===== config.mk =====
export PLATFORM = sky130hd
export DESIGN_NAME = encoder_8_to_3_stream_flat
export DESIGN_NICKNAME = d
export VERILOG_FILES = /design/src/rtl/encoder_8_to_3_stream_if.sv /design/src/rtl/encoder_8_to_3_stream.sv /design/src/flat_wrapper.sv
export SDC_FILE = /design/constraint.sdc
export NUM_CORES = 1
export LEC_CHECK = 0
export BUFFER_PORTS_ARGS = -buffer_cell sky130_fd_sc_hd__buf_2
export CAP_MARGIN = 10
export CORE_ASPECT_RATIO = 1.25
export CORE_MARGIN = 1
export CORE_UTILIZATION = 55
export CTS_CLUSTER_SIZE = 12
export DETAILED_ROUTE_END_ITERATION = 16
export PLACE_DENSITY = 0.8
export RECOVER_POWER = 100
export REMOVE_ABC_BUFFERS = 1
export SLEW_MARGIN = 20
export SYNTH_ARGS = -nofsm -noshare
export SYNTH_HDL_FRONTEND = slang
export SYNTH_SLANG_ARGS = --single-unit

===== constraint.sdc =====
create_clock -name i_clk -period 11 [get_ports i_clk]
set_clock_uncertainty 0.2 [all_clocks]
set_input_delay 1.1 -clock i_clk [delete_from_list [all_inputs] [get_ports i_clk]]
set_output_delay 1.1 -clock i_clk [all_outputs]
set_load 0.02 [all_outputs]

===== src/rtl/encoder_8_to_3_stream_if.sv =====
// Handshake bundle for encoder_8_to_3_stream: vector capture side (i_valid/o_ready/i_y)
// and index stream side (o_valid/i_ready/o_a plus beat status).
interface encoder_8_to_3_stream_if;
    logic       i_en;
    logic       i_valid;
    logic       o_ready;
    logic [7:0] i_y;
    logic       o_valid;
    logic       i_ready;
    logic [2:0] o_a;
    logic       o_last;
    logic       o_zero;
    logic [3:0] o_count;

    modport slave (
        input  i_en,
        input  i_valid,
        output o_ready,
        input  i_y,
        output o_valid,
        input  i_ready,
        output o_a,
        output o_last,
        output o_zero,
        output o_count
    );

    modport master (
        output i_en,
        output i_valid,
        input  o_ready,
        output i_y,
        input  o_valid,
        output i_ready,
        input  o_a,
        input  o_last,
        input  o_zero,
        input  o_count
    );
endinterface


===== src/rtl/encoder_8_to_3_stream.sv =====
// Captures an 8-bit line vector and streams the index of every set line, one per beat.
// ENC_MSB_FIRST_EN: when defined, highest index first; otherwise lowest index first.
//
// state | meaning
// IDLE  | waiting for a vector; o_ready = i_en
// DRAIN | o_valid high, emitting one index per accepted beat
module encoder_8_to_3_stream (
    input  logic                        i_clk,
    input  logic                        i_rst,
    encoder_8_to_3_stream_if.slave      bus
);
    typedef enum logic {IDLE, DRAIN} state_t;

    state_t     state;
    state_t     state_nxt;
    logic [7:0] vec;
    logic [7:0] vec_nxt;
    logic [7:0] vec_rem;
    logic       valid_nxt;
    logic [2:0] a_nxt;
    logic       last_nxt;
    logic       zero_nxt;
    logic [3:0] count_nxt;

    function automatic logic [3:0] popcount(input logic [7:0] v);
        logic [3:0] c;
        c = 4'd0;
        for (int i = 0; i < 8; i++) begin
            c = c + {3'd0, v[i]};
        end
        return c;
    endfunction

    // Scan toward the favoured end so the last hit is the winner.
    function automatic logic [2:0] first_idx(input logic [7:0] v);
        logic [2:0] idx;
        idx = 3'd0;
`ifdef ENC_MSB_FIRST_EN
        for (int i = 0; i < 8; i++) begin
            if (v[i]) idx = 3'(i);
        end
`else
        for (int i = 7; i >= 0; i--) begin
            if (v[i]) idx = 3'(i);
        end
`endif
        return idx;
    endfunction

    assign bus.o_ready = (state == IDLE) && bus.i_en;
    assign vec_rem     = vec & ~(8'd1 << bus.o_a);

    always_comb begin
        state_nxt = state;
        vec_nxt   = vec;
        valid_nxt = bus.o_valid;
        a_nxt     = bus.o_a;
        last_nxt  = bus.o_last;
        zero_nxt  = bus.o_zero;
        count_nxt = bus.o_count;
        case (state)
            IDLE: begin
                if (bus.i_valid && bus.o_ready) begin
                    state_nxt = DRAIN;
                    vec_nxt   = bus.i_y;
                    valid_nxt = 1'b1;
                    a_nxt     = first_idx(bus.i_y);
                    count_nxt = popcount(bus.i_y);
                    last_nxt  = popcount(bus.i_y) <= 4'd1;
                    zero_nxt  = bus.i_y == 8'd0;
                end
            end
            DRAIN: begin
                if (bus.o_valid && bus.i_ready) begin
                    if (bus.o_last) begin
                        state_nxt = IDLE;
                        vec_nxt   = 8'd0;
                        valid_nxt = 1'b0;
                        a_nxt     = 3'd0;
                        last_nxt  = 1'b0;
                        zero_nxt  = 1'b0;
                        count_nxt = 4'd0;
                    end else begin
                        vec_nxt   = vec_rem;
                        a_nxt     = first_idx(vec_rem);
                        count_nxt = bus.o_count - 4'd1;
                        last_nxt  = popcount(vec_rem) <= 4'd1;
                    end
                end
            end
            default: begin
                state_nxt = IDLE;
            end
        endcase
    end

    always_ff @(posedge i_clk) begin
        if (i_rst) begin
            state       <= IDLE;
            vec         <= 8'd0;
            bus.o_valid <= 1'b0;
            bus.o_a     <= 3'd0;
            bus.o_last  <= 1'b0;
            bus.o_zero  <= 1'b0;
            bus.o_count <= 4'd0;
        end else begin
            state       <= state_nxt;
            vec         <= vec_nxt;
            bus.o_valid <= valid_nxt;
            bus.o_a     <= a_nxt;
            bus.o_last  <= last_nxt;
            bus.o_zero  <= zero_nxt;
            bus.o_count <= count_nxt;
        end
    end
endmodule


===== src/flat_wrapper.sv =====
// flat-port wrapper written by rule: the top's interface ports become plain ports
module encoder_8_to_3_stream_flat 
  (i_clk, i_rst, bus_i_en, bus_i_valid, bus_o_ready, bus_i_y, bus_o_valid, bus_i_ready, bus_o_a, bus_o_last, bus_o_zero, bus_o_count);
  encoder_8_to_3_stream_if bus_i ();
  input  logic i_clk;
  input  logic i_rst;
  input wire logic [$bits(bus_i.i_en)-1:0] bus_i_en;
  input wire logic [$bits(bus_i.i_valid)-1:0] bus_i_valid;
  output wire logic [$bits(bus_i.o_ready)-1:0] bus_o_ready;
  input wire logic [$bits(bus_i.i_y)-1:0] bus_i_y;
  output wire logic [$bits(bus_i.o_valid)-1:0] bus_o_valid;
  input wire logic [$bits(bus_i.i_ready)-1:0] bus_i_ready;
  output wire logic [$bits(bus_i.o_a)-1:0] bus_o_a;
  output wire logic [$bits(bus_i.o_last)-1:0] bus_o_last;
  output wire logic [$bits(bus_i.o_zero)-1:0] bus_o_zero;
  output wire logic [$bits(bus_i.o_count)-1:0] bus_o_count;
  assign bus_i.i_en = bus_i_en;
  assign bus_i.i_valid = bus_i_valid;
  assign bus_o_ready = bus_i.o_ready;
  assign bus_i.i_y = bus_i_y;
  assign bus_o_valid = bus_i.o_valid;
  assign bus_i.i_ready = bus_i_ready;
  assign bus_o_a = bus_i.o_a;
  assign bus_o_last = bus_i.o_last;
  assign bus_o_zero = bus_i.o_zero;
  assign bus_o_count = bus_i.o_count;
  encoder_8_to_3_stream u_core (.i_clk(i_clk), .i_rst(i_rst), .bus(bus_i));
endmodule

==> implementation parameters, run 1 <==
Parameter                              Value

Status
  Result of the run    completed

Pwr
  Sw frac    38.11%
  Leak pwr    0.6648 nW
  Proportion of power drawn by the clock network    19.9%
  Power per cell area    113.8 mW/mm2
  Proportion of power drawn by flip-flops and latches    44.4%
  Combinational cell fraction of total power    35.7%
  Maximum VDD drop    80.85 uV
  Design Power    185.3 uW
  Internal portion of total power    114.7 uW
  Sw power    70.62 uW

Logic synthesis
  Count of distinct cell types in the synthesized netlist    45
  Count of synthesis-stage warnings from yosys    0
  Ranking of synthesized cells by instance count    sky130_fd_sc_hd__inv_1, sky130_fd_sc_hd__nor2_1, sky130_fd_sc_hd__dfxtp_1, sky130_fd_sc_hd__o21ai_0, sky130_fd_sc_hd__a21oi_1
  Largest cells by area after synthesis    sky130_fd_sc_hd__dfxtp_1, sky130_fd_sc_hd__fa_1, sky130_fd_sc_hd__ha_1, sky130_fd_sc_hd__inv_1, sky130_fd_sc_hd__nor2_1
  Flip-flop and latch count after synthesis    19
  Most frequently used cell type in the post-synthesis netlist    sky130_fd_sc_hd__inv_1
  Post-Syn Area per Cell    8.012 um2
  Top_reg_cell synth    sky130_fd_sc_hd__dfxtp_1
  Top-area cell type share of the netlist area    24.86%
  Sequential area share after synthesis    24.86%
  Number of instances in the synthesized netlist    191
  Count of flip-flops with a built-in enable after synthesis    0
  Cell area after synthesis    0.001530 mm2
  Share of flip-flops with an asynchronous set or reset    0%
  Largest area contributor in the synthesized netlist    sky130_fd_sc_hd__dfxtp_1

GRT
  GRT met3 Usage    4.010%
  Global routing usage on met2    50.29%
  Largest net degree at the start of global routing    26
  Gr usage total    27.63%
  Met1 layer usage reported by global route    30.37%
  Wire length of the first global-routing pass    6272 um
  GRT Max-Usage Layer    met2
  Number of global-route vias before repair    1,414
  Grt ovf    0
  Antenna violations before repair    0

Clocking
  Root Driver    sky130_fd_sc_hd__clkbuf_4
  Hold-fix buffers, CTS    0
  TritonCTS clock tree    done
  Deepest clock path buffer count    2
  Clock net sink count    19
  H-tree depth reported by CTS    1
  Clock edge transition at the registers on the reported setup and hold paths    0.11 ns
  Number of buffers created by CTS    3
  Worst-Skew Late Latency    0.31 ns
  Number of instances resized during post-cts repair    0
  Postcts setup bufs    0

Worst setup path
  Category of the critical setup timing path    register to register
  Largest fanout on the critical path    12
  Kind of start point of the critical path    register
  Critical Path RT    11.03 ns
  Capturing element type of the critical path    register
  WP data arrival    4.32 ns

Hold path
  Class of the most critical hold timing path    register to register

STA
  Number of pins with negative max-slew slack in the final report    0
  Hold Violations, Final    0
  Fin crit period    4.293 ns
  Final period utilization    39.02%
  Upper clock frequency limit    233.0 MHz
  Transition time at the pin with the least slew margin    0.9045 ns
  Relative max-transition margin    39.70%
  Setup repair after global routing missed its margin    false
  Final setup violation count    0
  Total Negative Setup Slacks    0 ns

Drt
  Drt pass-1 iters    4
  Remaining routing DRC violations    0
  First DRT Iteration DRCs    76
  Final ANT Viol Nets    0
  Drt total wl    3852 um
  Final routed wire length divided by cell count    15.92 um
  Vias after detailed routing    1,525
  Per-cell via count in the routed design    6.302

Floorplan
  Full die area    0.002999 mm2
  I/O Pins    24
  Initial Util    57.66%
  Rows    21
  Core ar.    0.002654 mm2
  Die width    49.18 um
  Chip height    60.98 um

Placed design
  Gp weighted congestion    0.9506
  Instance count after placement with tap cells included    238
  Post-detailed-placement half-perimeter wirelength    2930 um
  Buffers on Ports    23

Finish
  Area growth from synthesis to layout    6.378%
  Area of combinational cells with multiple inputs    983.4 um2
  Cell Count, Final, Fillers Out    242
  Fraction of final layout cells sized beyond drive strength 1    9.135%
  ANT cells    0
  Area taken by flip-flops and latches    380.4 um2
  Final #Nets    238
  Layout filler cell count    253

Flow run
  Number of maximum-capacitance constraint violations    0
path summary, 6_finish.rpt:
path	start	end	slack, ns	depth (start not counted)
hold / removal	u_core.bus.o_zero	u_core.bus.o_zero	0.27	2
setup / recovery	u_core.bus.o_a[0]	u_core.bus.o_last	6.71	15
setup reg to reg	u_core.bus.o_a[0]	u_core.bus.o_last	6.71	15
hold reg to reg	u_core.bus.o_zero	u_core.bus.o_zero	0.27	2
power groups by stage:
stage | clock network, mW | registers, mW | logic (mW)
floorplan | 0 | 0.0850 | 0.0444
detailed placement | 0 | 0.0836 | 0.0669
finish | 0.0369 | 0.0823 | 0.0661
global placement | 0 | 0.0831 | 0.0628
global route | 0.0395 | 0.0834 | 0.0740
CTS | 0.0376 | 0.0820 | 0.0671
area by class of cell:
| class | instances | share of cell area (%) |
|---|---|---|
| clock buffer | 3 | 1.384 |
| clock inverter | 1 | 0.3075 |
| inverter | 26 | 5.995 |
| multi-input combinational | 136 | 60.42 |
| sequential | 19 | 23.37 |
| tap | 34 | 2.613 |
| timing repair buffer | 23 | 5.919 |
logic make-up (layout without fill, tap and decap cells):
| kind of cell | count (synthesis) | after routing | synth area share, % |
|---|---|---|---|
| flip-flops | 19 | 19 | 24.86 |
| AO/OA/AOI/OAI | 54 | 54 | 23.47 |
| XOR/XNOR | 2 | 2 | 1.145 |
| adder cells (fa/ha/maj) | 16 | 16 | 17.01 |
| AND/OR/NAND/NOR | 61 | 61 | 21.10 |
| buffers and inverters | 36 | 53 | 10.06 |
| multiplexers | 3 | 3 | 2.371 |
metal layers:
metal / up-vias / share of wire, %
met5: - / 0
met4: 0 / 5.2
met3: 24 / 5.7
met2: 81 / 50
met1: 715 / 39
li1: 705 / -
placed cells by master (no fill, tap or decap), types with 4 or more instances in the layout:
| cell type | count |
|---|---|
| sky130_fd_sc_hd__a21oi_1 | 10 |
| sky130_fd_sc_hd__buf_2 | 8 |
| sky130_fd_sc_hd__clkbuf_1 | 15 |
| sky130_fd_sc_hd__dfxtp_1 | 19 |
| sky130_fd_sc_hd__fa_1 | 8 |
| sky130_fd_sc_hd__ha_1 | 8 |
| sky130_fd_sc_hd__inv_1 | 26 |
| sky130_fd_sc_hd__nand2_1 | 7 |
| sky130_fd_sc_hd__nand3_1 | 5 |
| sky130_fd_sc_hd__nand3b_1 | 4 |
| sky130_fd_sc_hd__nor2_1 | 22 |
| sky130_fd_sc_hd__nor3_1 | 6 |
| sky130_fd_sc_hd__o21ai_0 | 16 |
| sky130_fd_sc_hd__o221ai_1 | 9 |
stage by stage:
stage / setup WS, ns / instance area, um2 / util, % / hold slack, ns
after floorplan: 7.011 / 1474 / - / 0.2960
after global placement: 6.801 / 1632 / 61.48 / 0.2527
after detailed placement: 6.675 / 1632 / 61.48 / 0.2634
after CTS: 6.785 / 1659 / 62.52 / 0.2776
after global routing: 6.413 / 1628 / 61.34 / 0.3187
final: 6.707 / 1628 / 61.34 / 0.2729
registers in the layout (all words and copies together), names as in the netlist:
| name | count |
|---|---|
| u_core.state | 1 |
| u_core.bus.o_zero | 1 |
| u_core.vec | 8 |
| u_core.bus.o_count | 4 |
| u_core.bus.o_a | 3 |
| u_core.bus.o_valid | 1 |
| u_core.bus.o_last | 1 |
critical path, stage by stage (launching register included):
cell	delay, ns
sky130_fd_sc_hd__dfxtp_1	0.61
sky130_fd_sc_hd__inv_1	0.15
sky130_fd_sc_hd__o31ai_1	0.39
sky130_fd_sc_hd__inv_1	0.09
sky130_fd_sc_hd__ha_1	0.28
sky130_fd_sc_hd__inv_1	0.05
sky130_fd_sc_hd__fa_1	0.51
sky130_fd_sc_hd__fa_1	0.48
sky130_fd_sc_hd__inv_1	0.08
sky130_fd_sc_hd__fa_1	0.20
sky130_fd_sc_hd__inv_1	0.07
sky130_fd_sc_hd__fa_1	0.39
sky130_fd_sc_hd__a211oi_1	0.22
sky130_fd_sc_hd__mux2_2	0.19
sky130_fd_sc_hd__nand3_1	0.10
sky130_fd_sc_hd__a211oi_1	0.21
No activity file was read; power rests on OpenSTA's default activity.
==> inputs of run 2 (changes only) <==
--- a/config.mk
+++ b/config.mk
@@ -5,14 +5,15 @@
 export SDC_FILE = /design/constraint.sdc
 export NUM_CORES = 1
 export LEC_CHECK = 0
+export ABC_AREA = 1
 export BUFFER_PORTS_ARGS = -buffer_cell sky130_fd_sc_hd__buf_2
 export CAP_MARGIN = 10
 export CORE_ASPECT_RATIO = 1.25
 export CORE_MARGIN = 1
-export CORE_UTILIZATION = 55
+export CORE_UTILIZATION = 51
 export CTS_CLUSTER_SIZE = 12
 export DETAILED_ROUTE_END_ITERATION = 16
-export PLACE_DENSITY = 0.8
+export PLACE_DENSITY = 0.78
 export RECOVER_POWER = 100
 export REMOVE_ABC_BUFFERS = 1
 export SLEW_MARGIN = 20
==> constraint.sdc (replaced) <==
create_clock -name i_clk -period 3.7 [get_ports i_clk]
set_clock_uncertainty 0.2 [all_clocks]
set_input_delay 0.37 -clock i_clk [delete_from_list [all_inputs] [get_ports i_clk]]
set_output_delay 0.37 -clock i_clk [all_outputs]
set_load 0.02 [all_outputs]
==> implementation parameters, run 2 <==
Parameter                              Value

STA
  Relative max-transition margin    71.64%
  Setup repair after global routing missed its margin    false
  Upper clock frequency limit    283.4 MHz
  Transition time at the pin with the least slew margin    0.4248 ns
  Final period utilization    95.38%
  Worst hold slack after final layout    0.09461 ns
  Number of pins with negative max-slew slack in the final report    0
  Fin crit period    3.529 ns
  Final setup violation count    0
  Hold Violations, Final    0
  Total Negative Setup Slacks    0 ns

Floorplan
  Initial Util    54.26%
  Chip height    62.29 um
  I/O Pins    24
  Die width    50.23 um
  Core ar.    0.002733 mm2
  Rows    21
  Full die area    0.003128 mm2

Drt
  Drt total wl    3382 um
  Final routed wire length divided by cell count    12.96 um
  Drt pass-1 iters    4
  Final ANT Viol Nets    0
  First DRT Iteration DRCs    29
  Per-cell via count in the routed design    5.452
  Vias after detailed routing    1,423
  Remaining routing DRC violations    0

Placed design
  Placement Cell Area    0.001632 mm2
  Gp weighted congestion    0.9141
  Buffers on Ports    23
  Post-detailed-placement half-perimeter wirelength    2615 um

GRT
  Number of global-route vias before repair    1,355
  Largest net degree at the start of global routing    22
  Wire length of the first global-routing pass    6168 um
  Antenna violations before repair    0
  Gr usage total    25.44%
  Grt ovf    0

Worst setup path
  WP data arrival    3.52 ns
  Critical Path RT    3.69 ns
  Largest fanout on the critical path    4
  Category of the critical setup timing path    register to register
  Capturing element type of the critical path    register
  Kind of start point of the critical path    register

Clocking
  H-tree depth reported by CTS    1
  TritonCTS clock tree    done
  Hold-fix buffers, CTS    0
  Deepest clock path buffer count    2
  Number of buffers created by CTS    3
  Worst-Skew Late Latency    0.30 ns
  Clock net sink count    19
  Clock edge transition at the registers on the reported setup and hold paths    0.12 ns
  Root Driver    sky130_fd_sc_hd__clkbuf_4

Logic synthesis
  Share of flip-flops with an asynchronous set or reset    0%
  Top-area cell type share of the netlist area    25.65%
  Number of instances in the synthesized netlist    200
  Count of synthesis-stage warnings from yosys    0
  Cell area after synthesis    0.001483 mm2
  Largest area contributor in the synthesized netlist    sky130_fd_sc_hd__dfxtp_1
  Sequential area share after synthesis    25.65%
  Flip-flop and latch count after synthesis    19
  Post-Syn Area per Cell    7.413 um2
  Largest cells by area after synthesis    sky130_fd_sc_hd__dfxtp_1, sky130_fd_sc_hd__fa_1, sky130_fd_sc_hd__nand2_1, sky130_fd_sc_hd__inv_1, sky130_fd_sc_hd__a21oi_1
  Most frequently used cell type in the post-synthesis netlist    sky130_fd_sc_hd__nand2_1
  Ranking of synthesized cells by instance count    sky130_fd_sc_hd__nand2_1, sky130_fd_sc_hd__inv_1, sky130_fd_sc_hd__a21oi_1, sky130_fd_sc_hd__dfxtp_1, sky130_fd_sc_hd__o21ai_0
  Count of flip-flops with a built-in enable after synthesis    0
  Count of distinct cell types in the synthesized netlist    36
  Top_reg_cell synth    sky130_fd_sc_hd__dfxtp_1

Pwr
  Leak pwr    0.7774 nW
  Maximum VDD drop    183.6 uV
  Power per cell area    364.1 mW/mm2

Hold path
  Class of the most critical hold timing path    primary input to register

Finish
  ANT cells    0
  Final #Nets    257
  Flip-flop count of the largest register after layout    8
  Area growth from synthesis to layout    11.73%
  Most common cell after layout, fill and taps aside    sky130_fd_sc_hd__nand2_1
  Largest registers    u_core.vec (8), u_core.bus.o_count (4), u_core.bus.o_a (3)
  Post-route cell area    0.001657 mm2
  Reg with most FFs    u_core.vec
  Commonest non-fill, non-tap cells in the layout    sky130_fd_sc_hd__nand2_1, sky130_fd_sc_hd__inv_1, sky130_fd_sc_hd__a21oi_1
  Fraction of final layout cells sized beyond drive strength 1    17.18%
  Utilization after layout    60.62%

Status
  Result of the run    completed

Flow run
  Number of maximum-capacitance constraint violations    0
run 2: logic make-up after synthesis:
family                     share of synthesized area (%)
xor gates and xnor gates                          0.5908
and+or+nand+nor                                    20.59
AOI/OAI and AO/OA                                  23.97
buffers and inverters                              11.65
adders and majority gates                          17.55
DFF                                                25.65
run 2: cell type report:
cell class,count,area [um2]
fill,278,1076
multi-input combinational,141,932.1
sequential,19,381.6
timing repair buffer,28,140.1
inverter,35,133.9
tap,34,42.54
clock buffer,4,26.28
run 2: metrics by stage:
stage / total power [mW] / cells / worst slack (ns)
after CTS: 0.6030 / 260 / 0.01990
after detailed placement: 0.4941 / 256 / 0.04585
after global routing: 0.6564 / 261 / 0.006099
after floorplan: 0.4238 / 195 / 0.06979
final: 0.6031 / 261 / 0.1710
after global placement: 0.4882 / 256 / 0.1123
run 2: final timing paths:
check / cells after the start / slack [ns] / endpoint / from
setup / recovery: 13 / 0.17 / u_core.bus.o_last / u_core.bus.o_a[1]
hold / removal: 2 / 0.09 / u_core.bus.o_valid / i_rst
setup reg to reg: 13 / 0.17 / u_core.bus.o_last / u_core.bus.o_a[1]
hold reg to reg: 2 / 0.27 / u_core.bus.o_zero / u_core.bus.o_zero
run 2: routing by layer:
metal / vias to the layer above / global-route usage, % / share of wire [%]
li1: 720 / - / -
met1: 658 / 35.33 / 47
met2: 39 / 39.50 / 47
met3: 6 / 2.696 / 4.6
met4: 0 / 10.36 / 2.1
met5: - / 0 / 0
run 2: what timing repair did:
| item | in CTS | in global routing |
|---|---|---|
| gates resized for setup | 0 | 4 |
| setup buffers | 0 | 1 |
| setup endpoints to repair | 0 | 1 |
run 2: power breakdown:
part | leakage, nW | switching [mW] | internal [mW] | total [mW]
logic | 0.606 | 0.151 | 0.0916 | 0.243
registers | 0.157 | 0.0236 | 0.224 | 0.248
clock network | 0.0150 | 0.0703 | 0.0420 | 0.112
total | 0.777 | 0.245 | 0.358 | 0.603
run 2: critical path: stages, from the launching register on:
cell and delay (ns):
sky130_fd_sc_hd__dfxtp_1 0.34, sky130_fd_sc_hd__inv_2 0.09, sky130_fd_sc_hd__nand2_2 0.08, sky130_fd_sc_hd__o21a_1 0.22, sky130_fd_sc_hd__ha_1 0.29, sky130_fd_sc_hd__inv_1 0.04
sky130_fd_sc_hd__fa_1 0.47, sky130_fd_sc_hd__fa_1 0.54, sky130_fd_sc_hd__inv_1 0.06, sky130_fd_sc_hd__fa_2 0.38, sky130_fd_sc_hd__inv_1 0.08, sky130_fd_sc_hd__fa_1 0.41
sky130_fd_sc_hd__o2111ai_1 0.11, sky130_fd_sc_hd__a31oi_1 0.10
==> inputs of run 3 (changes only) <==
--- a/config.mk
+++ b/config.mk
@@ -8,11 +8,14 @@
 export ABC_AREA = 1
 export BUFFER_PORTS_ARGS = -buffer_cell sky130_fd_sc_hd__buf_2
 export CAP_MARGIN = 10
+export CELL_PAD_IN_SITES_DETAIL_PLACEMENT = 0
+export CELL_PAD_IN_SITES_GLOBAL_PLACEMENT = 1
 export CORE_ASPECT_RATIO = 1.25
 export CORE_MARGIN = 1
-export CORE_UTILIZATION = 51
+export CORE_UTILIZATION = 37
 export CTS_CLUSTER_SIZE = 12
 export DETAILED_ROUTE_END_ITERATION = 16
+export HOLD_SLACK_MARGIN = 0.06
 export PLACE_DENSITY = 0.78
 export RECOVER_POWER = 100
 export REMOVE_ABC_BUFFERS = 1
==> implementation parameters, run 3 (synthesis gave the netlist of run 2 again) <==
Parameter                              Value

Status
  Result of the run    completed

Flow run
  Number of maximum-capacitance constraint violations    0

GRT
  Antenna violations before repair    0
  Gr usage total    17.89%
  Number of global-route vias before repair    1,305
  Wire length of the first global-routing pass    5823 um
  Largest net degree at the start of global routing    22
  Grt ovf    0

Placed design
  Post-detailed-placement half-perimeter wirelength    2832 um
  Gp weighted congestion    0.7935
  Buffers on Ports    23

Clocking
  TritonCTS clock tree    done
  Root Driver    sky130_fd_sc_hd__clkbuf_8
  Hold-fix buffers, CTS    0
  H-tree depth reported by CTS    1
  Deepest clock path buffer count    2
  Worst-Skew Late Latency    0.26 ns
  Clock net sink count    19
  Number of buffers created by CTS    3
  Clock edge transition at the registers on the reported setup and hold paths    0.07 ns

Finish
  Reg with most FFs    u_core.vec
  Largest registers    u_core.vec (8), u_core.bus.o_count (4), u_core.bus.o_a (3)
  Fraction of final layout cells sized beyond drive strength 1    16.74%
  Most common cell after layout, fill and taps aside    sky130_fd_sc_hd__nand2_1
  Area of combinational cells with multiple inputs    909.6 um2
  ANT cells    0
  Area growth from synthesis to layout    13.16%
  Commonest non-fill, non-tap cells in the layout    sky130_fd_sc_hd__nand2_1, sky130_fd_sc_hd__inv_1, sky130_fd_sc_hd__a21oi_1
  Area taken by flip-flops and latches    381.6 um2
  Utilization after layout    43.97%
  Layout filler cell count    459
  Final #Nets    257
  Flip-flop count of the largest register after layout    8

Pwr
  Proportion of power drawn by the clock network    23.4%
  Internal portion of total power    388.7 uW
  Combinational cell fraction of total power    37.5%
  Maximum VDD drop    171.0 uV
  Sw power    240.3 uW
  Proportion of power drawn by flip-flops and latches    39.1%
  Leak pwr    0.7800 nW
  Sw frac    38.20%
  Power per cell area    374.9 mW/mm2

STA
  Fin crit period    3.483 ns
  Final setup violation count    0
  Transition time at the pin with the least slew margin    0.5795 ns
  Number of pins with negative max-slew slack in the final report    0
  Worst hold slack after final layout    0.1814 ns
  Hold Violations, Final    0
  Total Negative Setup Slacks    0 ns
  Setup repair after global routing missed its margin    false
  Relative max-transition margin    61.23%
  Upper clock frequency limit    287.1 MHz
  Final period utilization    94.14%

Floorplan
  I/O Pins    24
  Chip height    72.78 um
  Initial Util    38.85%
  Full die area    0.004266 mm2
  Rows    25
  Die width    58.62 um
  Core ar.    0.003816 mm2

Hold path
  Class of the most critical hold timing path    primary input to register

Worst setup path
  Category of the critical setup timing path    register to register
  Kind of start point of the critical path    register
  Capturing element type of the critical path    register
  Largest fanout on the critical path    5
  Critical Path RT    3.64 ns
  WP data arrival    3.42 ns

Drt
  Final routed wire length divided by cell count    12.22 um
  Drt pass-1 iters    4
  Vias after detailed routing    1,373
  Per-cell via count in the routed design    4.886
  Remaining routing DRC violations    0
  First DRT Iteration DRCs    23
  Final ANT Viol Nets    0
  Drt total wl    3433 um
run 3: changes by cell type in the layout (fill, tap and decap cells not counted), sizes merged:
cell / change
clkinv: +1
clkbuf: -1
clkinvlp: +1
inv: -1
run 3: final cells by class:
cell class | instances | share of cell area (%)
clock buffer | 3 | 2.461
clock inverter | 1 | 0.2983
inverter | 35 | 7.905
multi-input combinational | 141 | 54.21
sequential | 19 | 22.74
tap | 54 | 4.027
timing repair buffer | 28 | 8.352
run 3: power by group through the flow:
stage / logic [mW] / clock network, mW / registers (mW)
6_report: 0.236 / 0.147 / 0.246
5_1_grt: 0.275 / 0.164 / 0.249
4_1_cts: 0.245 / 0.150 / 0.247
3_5_place_dp: 0.245 / 0 / 0.252
3_3_place_gp: 0.243 / 0 / 0.252
2_1_floorplan: 0.163 / 0 / 0.261
run 3: path summary, 6_finish.rpt:
kind | from | end | slack [ns] | depth (start not counted)
min | i_rst | u_core.bus.o_valid | 0.18 | 2
max reg2reg | u_core.bus.o_a[0] | u_core.bus.o_last | 0.22 | 13
max | u_core.bus.o_a[0] | u_core.bus.o_last | 0.22 | 13
min reg2reg | u_core.bus.o_zero | u_core.bus.o_zero | 0.27 | 2
run 3: timing repair:
item / 4_1_cts / 5_1_grt
buffers inserted: 0 / 0
gates resized for setup: 0 / 4
endpoints found under the setup margin: 0 / 1
run 3: per-layer routing:
| layer | global-route usage, % | routed length (um) | vias to the layer above |
|---|---|---|---|
| met5 | 0 | 0 | - |
| met4 | 7.937 | 78 | 0 |
| met3 | 1.596 | 74 | 7 |
| met2 | 29.63 | 1654 | 21 |
| met1 | 23.59 | 1625 | 630 |
| li1 | - | - | 715 |
run 3: worst max-delay path, stage by stage, from the launching register on:
cell and delay, ns:
sky130_fd_sc_hd__dfxtp_1 0.35, sky130_fd_sc_hd__inv_2 0.07, sky130_fd_sc_hd__nand2_1 0.06, sky130_fd_sc_hd__o21a_2 0.23
sky130_fd_sc_hd__ha_1 0.28, sky130_fd_sc_hd__inv_1 0.05, sky130_fd_sc_hd__fa_1 0.47, sky130_fd_sc_hd__fa_1 0.54
sky130_fd_sc_hd__inv_1 0.06, sky130_fd_sc_hd__fa_2 0.38, sky130_fd_sc_hd__inv_1 0.07, sky130_fd_sc_hd__fa_1 0.40
sky130_fd_sc_hd__o2111ai_1 0.11, sky130_fd_sc_hd__a31oi_1 0.10
run 3: through the flow:
step	instances	setup WS, ns	cell area, um2	power [mW]
2_1_floorplan	195	0.06979	1444	0.4238
3_3_place_gp	277	0.1099	1664	0.4956
3_5_place_dp	277	0.09148	1664	0.4969
4_1_cts	281	0.07886	1710	0.6431
5_1_grt	281	0.03258	1678	0.6876
6_report	281	0.2170	1678	0.6290
